--- config.mk ---
export PLATFORM = sky130hd
export DESIGN_NAME = uart_rx_frame
export DESIGN_NICKNAME = d
export VERILOG_FILES = /design/src/rtl/uart_pkg.sv /design/src/rtl/uart_bit_timer.sv /design/src/rtl/uart_rx_frame.sv
export SDC_FILE = /design/constraint.sdc
export NUM_CORES = 1
export LEC_CHECK = 0
export CORE_ASPECT_RATIO = 1.5
export CORE_MARGIN = 3
export CORE_UTILIZATION = 55
export CTS_BUF_LIST = sky130_fd_sc_hd__clkbuf_4 sky130_fd_sc_hd__clkbuf_8
export DETAILED_ROUTE_END_ITERATION = 10
export MAX_ROUTING_LAYER = met4
export PLACE_DENSITY = 0.8
export SYNTH_ARGS = -nofsm -noshare
export SYNTH_HDL_FRONTEND = slang
export SYNTH_SLANG_ARGS = --single-unit
--- constraint.sdc ---
create_clock -name clk -period 3.7 [get_ports clk]
set_input_delay 0.555 -clock clk [delete_from_list [all_inputs] [get_ports clk]]
set_output_delay 0.555 -clock clk [all_outputs]
set_load 0.02 [all_outputs]
--- src/rtl/uart_pkg.sv ---
// Shared UART definitions: receiver state encoding, bit-time counter width,
// standard baud-rate divisors at 100 MHz and a parity helper.
package uart_pkg;

    localparam int unsigned BR_W = 19;

    // Clocks per bit at 100 MHz, shared with the baud decoder and transmitter
    localparam logic [BR_W-1:0] BAUD_300    = 19'd333_333;
    localparam logic [BR_W-1:0] BAUD_1200   = 19'd83_333;
    localparam logic [BR_W-1:0] BAUD_2400   = 19'd41_667;
    localparam logic [BR_W-1:0] BAUD_4800   = 19'd20_833;
    localparam logic [BR_W-1:0] BAUD_9600   = 19'd10_417;
    localparam logic [BR_W-1:0] BAUD_19200  = 19'd5_208;
    localparam logic [BR_W-1:0] BAUD_38400  = 19'd2_604;
    localparam logic [BR_W-1:0] BAUD_57600  = 19'd1_736;
    localparam logic [BR_W-1:0] BAUD_115200 = 19'd868;
    localparam logic [BR_W-1:0] BAUD_230400 = 19'd434;
    localparam logic [BR_W-1:0] BAUD_460800 = 19'd217;
    localparam logic [BR_W-1:0] BAUD_921600 = 19'd109;

    typedef enum logic [2:0] {
        IDLE,
        START,
        DATA,
        PARITY,
        STOP
    } rx_state_t;

    // Expected parity bit; unused upper data bits must already be zero
    function automatic logic exp_parity(input logic [7:0] data, input logic odd);
        return (^data) ^ odd;
    endfunction

endpackage

--- src/rtl/uart_bit_timer.sv ---
// Bit-time down-counter. A load of N-1 produces an expiry N clocks later;
// the counter then rests at zero with o_expire held high.
module uart_bit_timer #(
    parameter int unsigned W = uart_pkg::BR_W
) (
    input  logic         clk,
    input  logic         rst,
    input  logic         i_load,
    input  logic [W-1:0] i_load_val,
    output logic         o_expire
);

    logic [W-1:0] r_cnt;

    // Load has priority; otherwise count down and stop at zero
    always_ff @(posedge clk or posedge rst) begin
        if (rst) begin
            r_cnt <= '0;
        end else if (i_load) begin
            r_cnt <= i_load_val;
        end else if (r_cnt != '0) begin
            r_cnt <= r_cnt - W'(1);
        end
    end

    assign o_expire = (r_cnt == '0);

endmodule

--- src/rtl/uart_rx_frame.sv ---
// UART receive engine: start detect, mid-bit sampling, parity/framing check
// and a read-to-clear host interface.
// Optional macro UART_RX_SYNC_EN adds a 2-flop synchroniser on rx, delaying
// every sample point and rx_rdy by two clocks.
module uart_rx_frame #(
    parameter int unsigned CLK_FREQ = 100_000_000,
    parameter int unsigned BR_W     = 19
) (
    input  logic            clk,
    input  logic            rst,
    input  logic [BR_W-1:0] baud_rate,
    input  logic            eight,
    input  logic            pen,
    input  logic            ohel,
    input  logic            rx,
    input  logic            rx_read,
    output logic [7:0]      rx_data,
    output logic            rx_rdy,
    output logic            perr,
    output logic            ferr,
    output logic            ovf
);

    import uart_pkg::*;

    rx_state_t       r_state, w_state_next;
    logic            w_rx;
    logic            r_rx_prev;
    logic            w_start;
    logic            w_expire;
    logic            w_load;
    logic [BR_W-1:0] w_load_val;
    logic [BR_W-1:0] w_half;
    logic            w_last_bit;

    logic [BR_W-1:0] r_br;
    logic            r_eight, r_pen, r_ohel;
    logic [7:0]      r_shift;
    logic [2:0]      r_idx;
    logic            r_perr_int;
    logic            r_ferr_next;
    logic            r_done;

    logic [7:0]      r_rx_data;
    logic            r_rdy, r_perr, r_ferr, r_ovf;

`ifdef UART_RX_SYNC_EN
    logic [1:0] r_sync;

    // Two-flop synchroniser, idle-high after reset
    always_ff @(posedge clk or posedge rst) begin
        if (rst) begin
            r_sync <= 2'b11;
        end else begin
            r_sync <= {r_sync[0], rx};
        end
    end

    assign w_rx = r_sync[1];
`else
    assign w_rx = rx;
`endif

    // rx history: a start needs a high-to-low transition, so a line stuck low
    // after a break cannot retrigger
    always_ff @(posedge clk or posedge rst) begin
        if (rst) begin
            r_rx_prev <= 1'b1;
        end else begin
            r_rx_prev <= w_rx;
        end
    end

    assign w_start    = r_rx_prev & ~w_rx;
    // Half a bit from the start edge lands the first sample mid start bit
    assign w_half     = {1'b0, baud_rate[BR_W-1:1]} - BR_W'(1);
    assign w_last_bit = (r_idx == (r_eight ? 3'd7 : 3'd6));

    uart_bit_timer #(
        .W (BR_W)
    ) u_bit_timer (
        .clk        (clk),
        .rst        (rst),
        .i_load     (w_load),
        .i_load_val (w_load_val),
        .o_expire   (w_expire)
    );

    // State register
    always_ff @(posedge clk or posedge rst) begin
        if (rst) begin
            r_state <= IDLE;
        end else begin
            r_state <= w_state_next;
        end
    end

    // Next state and timer reload
    always_comb begin
        w_state_next = r_state;
        w_load       = 1'b0;
        w_load_val   = r_br - BR_W'(1);
        unique case (r_state)
            IDLE: begin
                if (w_start) begin
                    w_state_next = START;
                    w_load       = 1'b1;
                    w_load_val   = w_half;
                end
            end
            START: begin
                if (w_expire) begin
                    if (w_rx) begin
                        w_state_next = IDLE;
                    end else begin
                        w_state_next = DATA;
                        w_load       = 1'b1;
                    end
                end
            end
            DATA: begin
                if (w_expire) begin
                    w_load = 1'b1;
                    if (w_last_bit) begin
                        w_state_next = r_pen ? PARITY : STOP;
                    end
                end
            end
            PARITY: begin
                if (w_expire) begin
                    w_load       = 1'b1;
                    w_state_next = STOP;
                end
            end
            STOP: begin
                if (w_expire) begin
                    w_state_next = IDLE;
                end
            end
            default: w_state_next = IDLE;
        endcase
    end

    // Frame datapath: config capture, shift register, parity and stop sampling
    always_ff @(posedge clk or posedge rst) begin
        if (rst) begin
            r_br        <= '0;
            r_eight     <= 1'b0;
            r_pen       <= 1'b0;
            r_ohel      <= 1'b0;
            r_shift     <= 8'h00;
            r_idx       <= 3'd0;
            r_perr_int  <= 1'b0;
            r_ferr_next <= 1'b0;
            r_done      <= 1'b0;
        end else begin
            r_done <= (r_state == STOP) && w_expire;
            if ((r_state == IDLE) && w_start) begin
                r_br       <= baud_rate;
                r_eight    <= eight;
                r_pen      <= pen;
                r_ohel     <= ohel;
                r_shift    <= 8'h00;
                r_perr_int <= 1'b0;
            end
            if ((r_state == START) && w_expire) begin
                r_idx <= 3'd0;
            end
            if ((r_state == DATA) && w_expire) begin
                r_shift[r_idx] <= w_rx;
                r_idx          <= r_idx + 3'd1;
            end
            if ((r_state == PARITY) && w_expire) begin
                r_perr_int <= (w_rx != exp_parity(r_shift, r_ohel));
            end
            if ((r_state == STOP) && w_expire) begin
                r_ferr_next <= ~w_rx;
            end
        end
    end

    // Host-facing registers; a completing frame takes priority over rx_read
    always_ff @(posedge clk or posedge rst) begin
        if (rst) begin
            r_rx_data <= 8'h00;
            r_rdy     <= 1'b0;
            r_perr    <= 1'b0;
            r_ferr    <= 1'b0;
            r_ovf     <= 1'b0;
        end else if (r_done) begin
            r_rx_data <= r_shift;
            r_rdy     <= 1'b1;
            r_perr    <= r_perr_int;
            r_ferr    <= r_ferr_next;
            r_ovf     <= (r_ovf | r_rdy) & ~rx_read;
        end else if (rx_read) begin
            r_rdy  <= 1'b0;
            r_perr <= 1'b0;
            r_ferr <= 1'b0;
            r_ovf  <= 1'b0;
        end
    end

    assign rx_data = r_rx_data;
    assign rx_rdy  = r_rdy;
    assign perr    = r_perr;
    assign ferr    = r_ferr;
    assign ovf     = r_ovf;

endmodule

==> results.txt <==
The fill cell total of the finished layout came out at 602. The sequential-to-total area share from yosys stat came out at 43.1%. The routed wire length on met3 is 388 µm. The share of final-layout standard cells stronger than drive strength 1 came out at 8.37%.

The worst-case register-to-register setup slack came out at 1.0 ns. The net count of the mapped netlist is 503. The number of flip-flops and latches in the synthesized netlist came out at 71. Setup repair after global routing left no endpoint under its margin. The clock period minus worst slack came out at 2.70 ns. The count of distinct cell types in the synthesized netlist is 47.

The clock tree from TritonCTS is yes. The beginning of the worst register-to-register path is u_bit_timer.r_cnt[8]. The mean routed wirelength per cell came out at 15.2 µm. The starting density of the core came out at 56.7%. The number of H-tree levels came out at 3.

The clock-pin slew on the worst setup and hold paths came out at 0.07 ns. The total stage count of the critical path came out at 6. The via count of the first global-routing pass came to 3524. Dividing total power by cell area gives a power density of 334 nW/µm².

The count of synthesis-stage warnings from yosys came out at 0. The detailed router finished its first iteration with 254 violations. The count of port buffers added during placement came out at 37. The core region area is 7270 µm². Clock tree synthesis found a total of 71 sinks. The endpoint of the worst-slack reg-to-reg timing path is r_shift[2]. 38 I/O pins were placed. The aggregate global-route resource usage came out at 23.3%. The DRC violation count after routing is 0. The primary flip-flop cell chosen by synthesis mapping is sky130_fd_sc_hd__dfrtp_1. The classification of the worst-slack hold path is reg2reg.

The transition time of the tightest slew-check pin came out at 1.08 ns. The fraction of the core area covered by cells at the end of the flow came out at 66.8%. The met2 wire length came out at 4990 µm. The final number of max-transition violations came out at 0. The source-to-sink clock delay at the later pin of the worst-skew pair is 0.35 ns. The worst setup path is of the reg2reg kind. The detailed router used layers up to and including met4. The post-synthesis area per instance is 8.74 µm². For this run the aggregate overflow at the end of global routing stands at 0. The final setup violation count came out at 0. The run finished with clean final reports.

The per-cell via count in the routed design came out at 5.87. The routability congestion estimate is 0.962. The detailed router placed 3602 vias in this run.

Entering global routing, the biggest net connects 54 pins. The die is 76.7 µm wide. The number of buffers created by CTS came out at 9. The placement row count is 38. Together, buffers and inverters on the worst path number 0. The standby leakage power is 2.11 nW. Summed over all layers, the routed wires come to 9320 µm.

After detailed routing, the wire length on met1 is 3620 µm. The number of hold buffers added after CTS was 0. Grouping stages by cell kind, the critical path spends the most delay in simple AND/OR/NAND/NOR gates.

The number of synthesized flops with an enable pin came out at 0. Walking the worst path, the cells encountered are or4_1 > or3_1 > or3_4 > or3b_2 > nand3_1 > o21ai_0. After routing, the total negative slack on setup checks comes to 0 ns. Post-CTS timing repair inserted 0 buffers for setup.

The tree is rooted in a sky130_fd_sc_hd__clkbuf_8. 0 antenna diodes ended up in the layout. The most critical setup path has its endpoint at r_shift[2]. The area added between synthesis and finish came out at 17.9%. On the worst path, the slowest cell contributes a delay of 0.57 ns.

The first global-routing pass estimated 15900 µm of wire. The number of gates resized after CTS was 0. The proportion of synthesized flip-flops having asynchronous set or reset is 100%. The top achievable clock speed came out at 370 MHz.

The final HPWL from detailed placement is 6630 µm. The category of the worst setup path launch point is a register. The number of antenna violations at the first check in global routing came out at 0.

The final net count is 541. The die extent in y is 112 µm. The remaining antenna violation count after routing is 0. Data arrives at the worst endpoint at 2.94 ns.

The slowest stage of the critical path belongs to the cell sky130_fd_sc_hd__or4_1. In this run the worst setup path begins at u_bit_timer.r_cnt[8]. The worst-case clock skew came out at 0.00795 ns.

The highest ir drop seen on vdd is 0.229 mV. For this run, the detailed router's first-pass iteration total came to 4. At the worst endpoint, the required time is 3.93 ns.

The number of buffers between clock root and the deepest sink came out at 2. The number of failing hold endpoints at the final stage came out at 0. The synthesized netlist cell count is 472. Of the available clock period, the critical path in the final layout requires 73.1%. STA classifies the critical path endpoint as a register.

In this run the worst path has a maximum fanout of 13. The combined area of all synthesized cells came out at 4120 µm². The length in cells of the worst reg-to-reg path came out at 6. The floorplan step defined a die boundary enclosing 8590 µm². The headroom to the max-slew limit came out at 27.7%. Across the run, the number of max-cap violations was 0.
-- metrics by stage --
stage                     instance area (µm²)  worst slack [ns]  std cells  power, mW  hold slack [ns]
after global placement                   4620             0.763        599      0.887            0.466
after global routing                     4860             0.811        614       1.68            0.527
final                                    4860             0.997        614       1.63            0.500
after floorplan                          4120              1.19        472      0.839            0.449
after detailed placement                 4620             0.723        599      0.889            0.483
after CTS                                4860             0.998        614       1.63            0.499
-- per-layer routing --
layer | vias to the layer above | GRT usage (%)
li1 | 1724 | -
met1 | 1746 | 24.7
met2 | 103 | 41.0
met3 | 29 | 5.14
met4 | 0 | 11.0
met5 | - | -
-- tightest hold or removal path: cells and delay by family (launching register included) --
| family | cells | cell delay (ns) |
|---|---|---|
| flops | 1 | 0.36 |
| compound gates | 1 | 0.06 |
| simple gates | 1 | 0.05 |
-- cell usage after synthesis, drive strengths merged, types with 2 or more instances --
master / n / area (µm²)
xor2: 24 / 210
o21ai: 30 / 150
nor4: 13 / 81.3
or3: 12 / 80.1
a21oi: 9 / 45.0
xnor2: 24 / 210
nand4: 4 / 25.0
mux2i: 14 / 140
nand3: 13 / 65.1
inv: 10 / 37.5
nor3b: 2 / 15.0
o31ai: 2 / 15.0
nor2b: 3 / 18.8
a211oi: 6 / 45.0
a31oi: 4 / 25.0
o31a: 4 / 35.0
mux2: 10 / 113
o211ai: 3 / 22.5
ha: 5 / 62.6
nand2: 97 / 364
or4: 5 / 37.5
nor3: 28 / 140
a22o: 3 / 26.3
dfrtp: 70 / 1750
nand2b: 6 / 37.5
buf: 5 / 30.0
and3: 2 / 12.5
o221ai: 3 / 26.3
clkbuf: 16 / 60.1
nor2: 32 / 120
-- cell type report --
type | count | area, µm² | area share, %
clock buffers | 10 | 138 | 2.83
multi-input cells | 369 | 2220 | 45.7
clock inverters | 5 | 106 | 2.19
repair buffers | 48 | 453 | 9.32
well taps | 100 | 125 | 2.57
flip-flops and latches | 71 | 1780 | 36.6
inverters | 11 | 41.3 | 0.849
-- cells in the final DEF (no fill, tap or decap), drive strengths merged, types with 5 or more instances in the layout --
cell type	instances
mux2	10
nand2	97
clkbuf	10
nor2	32
nand2b	6
buf	11
nor4	13
o21ai	30
or4	5
clkdlybuf4s50	37
xnor2	24
inv	10
or3	12
xor2	24
mux2i	14
dfrtp	70
a21oi	9
ha	5
a211oi	6
nor3	28
nand3	13
-- where the power goes --
group,switching [mW],internal [mW],leakage [nW]
Combinational,0.0469,0.0430,1.09
Clock,0.288,0.463,0.119
Sequential,0.00359,0.780,0.901
-- flip-flops by register name, summed over array words and instances, names as in the netlist, 3 cells and up --
signal and count:
r_state 3, rx_data 8, u_bit_timer.r_cnt 19, r_idx 3
r_shift 8, r_br 19
-- worst min path at each step --
stage	startpoint	endpoint	slack [ns]	cells past startpoint
5_1_grt	rx_data[2]	rx_data[2]	0.53	1
4_1_cts	r_perr_int	perr	0.50	2
3_3_place_gp	r_perr_int	perr	0.47	2
6_report	r_perr_int	perr	0.50	2
2_1_floorplan	r_ferr_next	ferr	0.45	2
3_5_place_dp	r_perr_int	perr	0.48	2
-- cells by family after synthesis --
group	after synthesis	synth area share (%)
AOI/OAI and AO/OA	72	11.1
xor gates and xnor gates	48	10.2
adders and majority gates	5	1.52
buffers and inverters	32	3.19
DFF	71	43.1
muxes	24	6.13
and+or+nand+nor	220	24.8
Note: power is estimated with default switching activity, not from simulation.
